**config.mk**
```make
export PLATFORM = sky130hd
export DESIGN_NAME = dcache_qspi_port_flat
export DESIGN_NICKNAME = d
export VERILOG_FILES = /design/src/rtl/dcache_qspi_port_if.sv /design/src/rtl/dcache_qspi_port.sv /design/src/flat_wrapper.sv
export SDC_FILE = /design/constraint.sdc
export NUM_CORES = 1
export LEC_CHECK = 0
export ABC_AREA = 0
export CAP_MARGIN = 20
export CORE_MARGIN = 4
export CORE_UTILIZATION = 40
export CTS_CLUSTER_SIZE = 8
export DETAILED_ROUTE_END_ITERATION = 8
export PLACE_DENSITY = 0.77
export SLEW_MARGIN = 10
export SYNTH_ARGS = -nofsm -noshare
export SYNTH_HDL_FRONTEND = slang
export SYNTH_SLANG_ARGS = --single-unit
```
**constraint.sdc**
```tcl
create_clock -name clk -period 3.7 [get_ports clk]
set_clock_uncertainty 0.15 [all_clocks]
set_input_delay 0.74 -clock clk [delete_from_list [all_inputs] [get_ports clk]]
set_output_delay 0.74 -clock clk [all_outputs]
set_load 0.05 [all_outputs]
```
**src/rtl/dcache_qspi_port_if.sv**
```systemverilog
// Cache line-transfer handshake plus QSPI pad signals for dcache_qspi_port.
// The master side is the cache / pad ring; the slave side is the port itself.
interface dcache_qspi_port_if #(
  parameter int PA          = 22,
  parameter int LINE_LENGTH = 4
);
  localparam int TW = PA - $clog2(LINE_LENGTH);

  // cache side
  logic          req;
  logic          push;
  logic          pull;
  logic [TW-1:0] tag;
  logic [3:0]    dwrite;
  logic [3:0]    dread;
  logic          wstrobe_d;
  logic          rstrobe_d;
  logic          busy;
  logic          done;
  // PSRAM pad side
  logic          q_cs_n;
  logic          q_sck_en;
  logic [3:0]    q_out;
  logic          q_oe;
  logic [3:0]    q_in;

  modport master (
    output req, push, pull, tag, dwrite, q_in,
    input  dread, wstrobe_d, rstrobe_d, busy, done,
           q_cs_n, q_sck_en, q_out, q_oe
  );

  modport slave (
    input  req, push, pull, tag, dwrite, q_in,
    output dread, wstrobe_d, rstrobe_d, busy, done,
           q_cs_n, q_sck_en, q_out, q_oe
  );
endinterface

```
**src/rtl/dcache_qspi_port.sv**
```systemverilog
// Memory-side responder for the data cache: turns each push (write-back) or
// pull (line fill) into one quad-SPI PSRAM transaction and streams nibbles
// to/from the cache with contiguous strobes.
module dcache_qspi_port #(
  parameter int          LINE_LENGTH = 4,
  parameter int          PA          = 22,
  parameter int          DUMMY       = 6,
  parameter int          CS_HIGH     = 2,
  parameter logic [7:0]  CMD_RD      = 8'hEB,
  parameter logic [7:0]  CMD_WR      = 8'h38
) (
  input  logic              clk,
  input  logic              reset,
  dcache_qspi_port_if.slave bus
);

  localparam int OFFW = $clog2(LINE_LENGTH);
  localparam int NIB  = 2 * LINE_LENGTH;
  localparam int CMAX = (NIB > 16) ? NIB : 16;
  localparam int CW   = $clog2(CMAX) + 1;

  localparam logic [CW-1:0] C_ONE       = CW'(1);
  localparam logic [CW-1:0] C_CMD_LAST  = CW'(1);
  localparam logic [CW-1:0] C_ADDR_LAST = CW'(5);
  localparam logic [CW-1:0] C_DATA_LAST = CW'(NIB - 1);
  localparam logic [CW-1:0] C_DUMMY_LEN = CW'(DUMMY);
  localparam logic [CW-1:0] C_CSH_WR    = CW'(CS_HIGH);
  localparam logic [CW-1:0] C_CSH_RD    = CW'(CS_HIGH - 1);

  typedef enum logic [2:0] {
    S_IDLE, S_CMD, S_ADDR, S_DUM, S_DATA, S_DRAIN, S_CSH
  } state_t;

  state_t        r_state;
  state_t        w_next;
  logic [CW-1:0] r_cnt;
  logic          r_wr;
  logic [27:0]   r_sh;
  logic [3:0]    r_q_out;
  logic [3:0]    r_dread_p1;
  logic          r_vld_p1;

  logic          w_start;
  logic [7:0]    w_cmd;
  logic [PA-1:0] w_line_addr;
  logic [23:0]   w_addr;
  logic          w_cs_n;
  logic          w_sck_en;
  logic          w_oe;
  logic          w_rstrobe;
  logic          w_done;

  assign w_start     = (r_state == S_IDLE) && bus.req && (bus.push || bus.pull);
  assign w_cmd       = bus.push ? CMD_WR : CMD_RD;
  assign w_line_addr = {bus.tag, OFFW'(0)};
  assign w_addr      = 24'(w_line_addr);

  // State register and per-state cycle counter (counter restarts on every state change)
  always_ff @(posedge clk) begin
    if (reset) begin
      r_state <= S_IDLE;
      r_cnt   <= '0;
    end else begin
      r_state <= w_next;
      r_cnt   <= (w_next != r_state || w_next == S_IDLE) ? '0 : r_cnt + C_ONE;
    end
  end

  // Next-state decode; read CS-high time counts DRAIN as its first cycle
  always_comb begin
    w_next = r_state;
    case (r_state)
      S_IDLE:  if (w_start) w_next = S_CMD;
      S_CMD:   if (r_cnt == C_CMD_LAST) w_next = S_ADDR;
      S_ADDR:  if (r_cnt == C_ADDR_LAST) w_next = (r_wr || DUMMY == 0) ? S_DATA : S_DUM;
      S_DUM:   if (r_cnt + C_ONE == C_DUMMY_LEN) w_next = S_DATA;
      S_DATA:  if (r_cnt == C_DATA_LAST) w_next = r_wr ? S_CSH : S_DRAIN;
      S_DRAIN: w_next = (CS_HIGH > 1) ? S_CSH : S_IDLE;
      S_CSH:   if (r_cnt + C_ONE == (r_wr ? C_CSH_WR : C_CSH_RD)) w_next = S_IDLE;
      default: w_next = S_IDLE;
    endcase
  end

  // Pad and strobe outputs decoded from the current state
  always_comb begin
    w_cs_n    = 1'b1;
    w_sck_en  = 1'b0;
    w_oe      = 1'b0;
    w_rstrobe = 1'b0;
    w_done    = 1'b0;
    case (r_state)
      S_CMD: begin
        w_cs_n   = 1'b0;
        w_sck_en = 1'b1;
        w_oe     = 1'b1;
      end
      S_ADDR: begin
        w_cs_n    = 1'b0;
        w_sck_en  = 1'b1;
        w_oe      = 1'b1;
        // The last address cycle already pulls nibble 0 out of the cache.
        w_rstrobe = r_wr && (r_cnt == C_ADDR_LAST);
      end
      S_DUM: begin
        w_cs_n   = 1'b0;
        w_sck_en = 1'b1;
      end
      S_DATA: begin
        w_cs_n    = 1'b0;
        w_sck_en  = 1'b1;
        w_oe      = r_wr;
        w_rstrobe = r_wr && (r_cnt != C_DATA_LAST);
        w_done    = r_wr && (r_cnt == C_DATA_LAST);
      end
      S_DRAIN: w_done = !r_wr;
      default: ;
    endcase
  end

  // Direction is latched at start and held until the next IDLE
  always_ff @(posedge clk) begin
    if (reset)        r_wr <= 1'b0;
    else if (w_start) r_wr <= bus.push;
  end

  // Header shifter: command low nibble then six address nibbles, MS first
  always_ff @(posedge clk) begin
    if (w_start)                                r_sh <= {w_cmd[3:0], w_addr};
    else if (r_state == S_CMD || r_state == S_ADDR) r_sh <= {r_sh[23:0], 4'h0};
  end

  // p0 -> p1: q_out register, one cycle ahead of the nibble it presents
  always_ff @(posedge clk) begin
    if (reset) begin
      r_q_out <= 4'h0;
    end else begin
      case (r_state)
        S_IDLE:  r_q_out <= w_start ? w_cmd[7:4] : 4'h0;
        S_CMD:   r_q_out <= r_sh[27:24];
        S_ADDR:  r_q_out <= (r_cnt == C_ADDR_LAST) ? (r_wr ? bus.dwrite : 4'h0) : r_sh[27:24];
        S_DATA:  r_q_out <= (r_wr && r_cnt != C_DATA_LAST) ? bus.dwrite : 4'h0;
        default: r_q_out <= 4'h0;
      endcase
    end
  end

  // p0 -> p1: read capture; valid follows each sampled nibble by one cycle
  always_ff @(posedge clk) begin
    if (reset) begin
      r_vld_p1   <= 1'b0;
      r_dread_p1 <= 4'h0;
    end else begin
      r_vld_p1 <= (r_state == S_DATA) && !r_wr;
      if ((r_state == S_DATA) && !r_wr) r_dread_p1 <= bus.q_in;
    end
  end

  assign bus.dread     = r_dread_p1;
  assign bus.wstrobe_d = r_vld_p1;
  assign bus.rstrobe_d = w_rstrobe;
  assign bus.busy      = (r_state != S_IDLE);
  assign bus.done      = w_done;
  assign bus.q_cs_n    = w_cs_n;
  assign bus.q_sck_en  = w_sck_en;
  assign bus.q_out     = r_q_out;
  assign bus.q_oe      = w_oe;

endmodule

```
**src/flat_wrapper.sv**
```systemverilog
// flat-port wrapper written by rule: the top's interface ports become plain ports
module dcache_qspi_port_flat 
#(
  parameter int          LINE_LENGTH = 4,
  parameter int          PA          = 22,
  parameter int          DUMMY       = 6,
  parameter int          CS_HIGH     = 2,
  parameter logic [7:0]  CMD_RD      = 8'hEB,
  parameter logic [7:0]  CMD_WR      = 8'h38
)
  (clk, reset, bus_req, bus_push, bus_pull, bus_tag, bus_dwrite, bus_q_in, bus_dread, bus_wstrobe_d, bus_rstrobe_d, bus_busy, bus_done, bus_q_cs_n, bus_q_sck_en, bus_q_out, bus_q_oe);
  dcache_qspi_port_if #(.PA(PA), .LINE_LENGTH(LINE_LENGTH)) bus_i ();
  input  logic clk;
  input  logic reset;
  input wire logic [$bits(bus_i.req)-1:0] bus_req;
  input wire logic [$bits(bus_i.push)-1:0] bus_push;
  input wire logic [$bits(bus_i.pull)-1:0] bus_pull;
  input wire logic [$bits(bus_i.tag)-1:0] bus_tag;
  input wire logic [$bits(bus_i.dwrite)-1:0] bus_dwrite;
  input wire logic [$bits(bus_i.q_in)-1:0] bus_q_in;
  output wire logic [$bits(bus_i.dread)-1:0] bus_dread;
  output wire logic [$bits(bus_i.wstrobe_d)-1:0] bus_wstrobe_d;
  output wire logic [$bits(bus_i.rstrobe_d)-1:0] bus_rstrobe_d;
  output wire logic [$bits(bus_i.busy)-1:0] bus_busy;
  output wire logic [$bits(bus_i.done)-1:0] bus_done;
  output wire logic [$bits(bus_i.q_cs_n)-1:0] bus_q_cs_n;
  output wire logic [$bits(bus_i.q_sck_en)-1:0] bus_q_sck_en;
  output wire logic [$bits(bus_i.q_out)-1:0] bus_q_out;
  output wire logic [$bits(bus_i.q_oe)-1:0] bus_q_oe;
  assign bus_i.req = bus_req;
  assign bus_i.push = bus_push;
  assign bus_i.pull = bus_pull;
  assign bus_i.tag = bus_tag;
  assign bus_i.dwrite = bus_dwrite;
  assign bus_i.q_in = bus_q_in;
  assign bus_dread = bus_i.dread;
  assign bus_wstrobe_d = bus_i.wstrobe_d;
  assign bus_rstrobe_d = bus_i.rstrobe_d;
  assign bus_busy = bus_i.busy;
  assign bus_done = bus_i.done;
  assign bus_q_cs_n = bus_i.q_cs_n;
  assign bus_q_sck_en = bus_i.q_sck_en;
  assign bus_q_out = bus_i.q_out;
  assign bus_q_oe = bus_i.q_oe;
  dcache_qspi_port #(.LINE_LENGTH(LINE_LENGTH), .PA(PA), .DUMMY(DUMMY), .CS_HIGH(CS_HIGH), .CMD_RD(CMD_RD), .CMD_WR(CMD_WR)) u_core (.clk(clk), .reset(reset), .bus(bus_i));
endmodule
```
==> reports/qor.yml <==
timing:
  slew_headroom_pct: 65.0
  fmax_mhz: 285
  rsz0062_at_grt: "no"
  fin_tns_setup_ns: 0
  hold_viol_final: 0
  fin_crit_sh_pct: 94.9
  setup_viol: 0
  finalCriticalPeriod_ns: 3.51
  drv_slew: 0
  worst_pin_slew_ns: 0.523
clock_tree:
  cts_resized: 0
  clkSlewWorstSetupHoldPaths_ns: 0.09
  hold_buffers: 0
  cts_buffers: 5
  clock_latency_ns: 0.29
  cts-root-buf: "clkbuf_8"
  cts_setup_buffers: 0
  clock-sinks: 44
  clockBufferDepth: 2
  htreeDepth: 2
  cts_tree: "yes"
die:
  initial_core_util_pct: 42.1
  die-area_um2: 6720
  rows: 26
  fp.dieH_um: 82.0
  core_um2: 5200
  ioPinCount: 48
  dieWidth_um: 82.0
cells_and_area:
  fin_util_pct: 54.7
  final_cells: 320
  regArea_um2: 1120
  layout-drive-gt1-share_pct: 10.4
  diodes: 0
  postLayoutCellArea_um2: 2850
  area_delta_synth_final_pct: 30.0
  multi_input_area_um2: 985
  nFillCells: 484
  num-nets-final: 284
route:
  wire_per_inst_um: 14.2
  drc: 0
  drt_wl_total_um: 4530
  postRouteAntennaNets: 0
  vias: 1729
  dr.pass1.iters: 4
  detail_route.iter0.violations: 201
  routed_via_density: 5.40
yosys:
  synth-async-reset-ratio_pct: 0
  synth_top_area_share_pct: 32.9
  synth-edff-count: 24
  yosys.area.top_type: "edfxtp_1"
  netlist_instances: 202
  synth_seq_cells: 44
  synth_nets: 237
  yosys_warnings: 0
  synth_cell_types: 53
  synthTopCellsByArea: "edfxtp_1, dfxtp_1, a22o_1"
  syn_avg_cell_area_um2: 10.8
  synth_top_flop_cell: "edfxtp_1"
  synth_area_um2: 2190
  ys_seq_area_share_pct: 51.2
run:
  maxCapViolCount: 0
critical_path:
  cp_max_fo: 7
  endpoint_kind: "output pin"
  cp-start-kind: "register"
  cp.arrival_ns: 2.62
  critPathKind: "register to output pin"
  critPathRequiredTime_ns: 2.81
global_routing:
  antenna_found_initial: 0
  overflow: 0
  use_met1_pct: 18.3
  track_usage_pct: 14.2
  use_met3_pct: 2.74
  grt_pass1_vias: 1642
  use_met2_pct: 23.1
  grt_start_max_net_pins: 26
  grt.busiest_layer: "met2"
  grt_first_pass_wirelength_um: 7270
hold_path:
  min_path_type: "register to register"
placement:
  place_inst: 312
  place.gp.congestion: 0.860
  place.detailed.hpwl_um: 3300
  place_area_um2: 2730
  io_buffers: 47
status:
  status: "finished, final reports clean"
pwr:
  p_leak_nw: 1.04
  vdd_drop_max_uv: 199
  power_density_nw_per_um2: 478
==> registers in the layout, indices dropped and copies added, names as in the netlist <==
signal / count
u_core.bus.wstrobe_d: 1
u_core.bus.dread: 4
u_core.r_state: 3
u_core.bus.q_out: 4
u_core.r_cnt: 5
u_core.r_sh: 26
u_core.r_wr: 1
==> through the flow <==
step	total power, W	hold slack [ns]	worst slack, ns
2_1_floorplan	0.000886	0.302	0.654
3_3_place_gp	0.000989	0.315	0.556
3_5_place_dp	0.00100	0.323	0.509
4_1_cts	0.00138	0.345	0.169
5_1_grt	0.00143	0.369	0.0234
6_report	0.00136	0.346	0.188
==> worst paths after layout <==
kind	to	slack, ns	cells after the start	from
max	bus_rstrobe_d	0.19	6	u_core.r_cnt[0]$_SDFF_PP0_
min	u_core.r_sh[23]$_SDFFE_PP0N_	0.35	2	u_core.r_sh[19]$_DFFE_PP_
max reg2reg	u_core.r_sh[24]$_DFFE_PP_	1.28	6	u_core.r_state[0]$_SDFF_PP0_
min reg2reg	u_core.r_sh[23]$_SDFFE_PP0N_	0.35	2	u_core.r_sh[19]$_DFFE_PP_
==> critical path, stage by stage (launching register included) <==
cell and delay, ns:
dfxtp_1 0.37, ha_1 0.30, and4bb_1 0.28, nor3_1 0.14, a21oi_1 0.07, nor3b_2 0.30
clkdlybuf4s50_1 0.87
==> placed cells by master, fill, tap and decap left out, types with 2 or more instances in the layout <==
cell type,netlist,final
inv_1,5,5
a221oi_1,2,2
nor2b_1,4,4
nand3_1,2,2
a21oi_1,13,12
and4bb_1,2,2
a31oi_1,3,3
and3_1,3,3
ha_1,2,2
a21o_1,2,2
nor3b_1,2,2
a21boi_0,3,3
o21ai_0,6,6
mux2i_1,8,8
buf_4,1,6
edfxtp_1,24,24
dfxtp_1,20,20
nor2_1,18,18
nor3_1,6,6
nand2b_1,4,4
xor2_1,2,2
clkdlybuf4s50_1,0,47
nand4_1,2,2
nand2_1,8,8
or4b_1,2,2
a22o_1,16,16
and2_1,5,5
a22oi_1,3,3
clkbuf_8,0,5
==> logic make-up after synthesis <==
kind of cell | after synthesis | synth area share [%]
muxes | 8 | 3.66
xor gates and xnor gates | 3 | 1.20
DFF | 44 | 51.2
buffers and inverters | 19 | 4.00
AOI/OAI and AO/OA | 59 | 20.1
adders and majority gates | 2 | 1.14
and+or+nand+nor | 67 | 18.7
==> per-layer routing <==
metal / vias up / share of wire, % / routed length (um)
li1: 854 / - / -
met2: 63 / 48 / 2160
met3: 5 / 6.9 / 311
met1: 807 / 45 / 2020
met5: - / 0 / 0
met4: 0 / 0.97 / 44
==> layout make-up <==
type	instances	share of cell area (%)
clock buffer	5	2.42
clock inverter	3	1.63
inverter	6	0.791
multi-input combinational	139	34.6
sequential	44	39.4
tap	70	3.08
timing repair buffer	53	18.1
==> synthesized netlist by cell type (5+ instances only) <==
cell      number
inv_1          5
a22o_1        16
edfxtp_1      24
mux2i_1        8
dfxtp_1       20
nor3_1         6
nand2_1        8
and2_1         5
a21oi_1       13
clkbuf_1       5
o21ai_0        6
nor2_1        18
==> power by group <==
| group | switching, W | total (W) | internal [W] | leakage, nW |
|---|---|---|---|---|
| sequential | 0.0000302 | 0.000646 | 0.000616 | 0.405 |
| clock | 0.000172 | 0.000376 | 0.000203 | 0.0548 |
| combinational | 0.000193 | 0.000340 | 0.000146 | 0.576 |
| total | 0.000396 | 0.00136 | 0.000966 | 1.04 |
No activity file was read; power rests on OpenSTA's default activity.
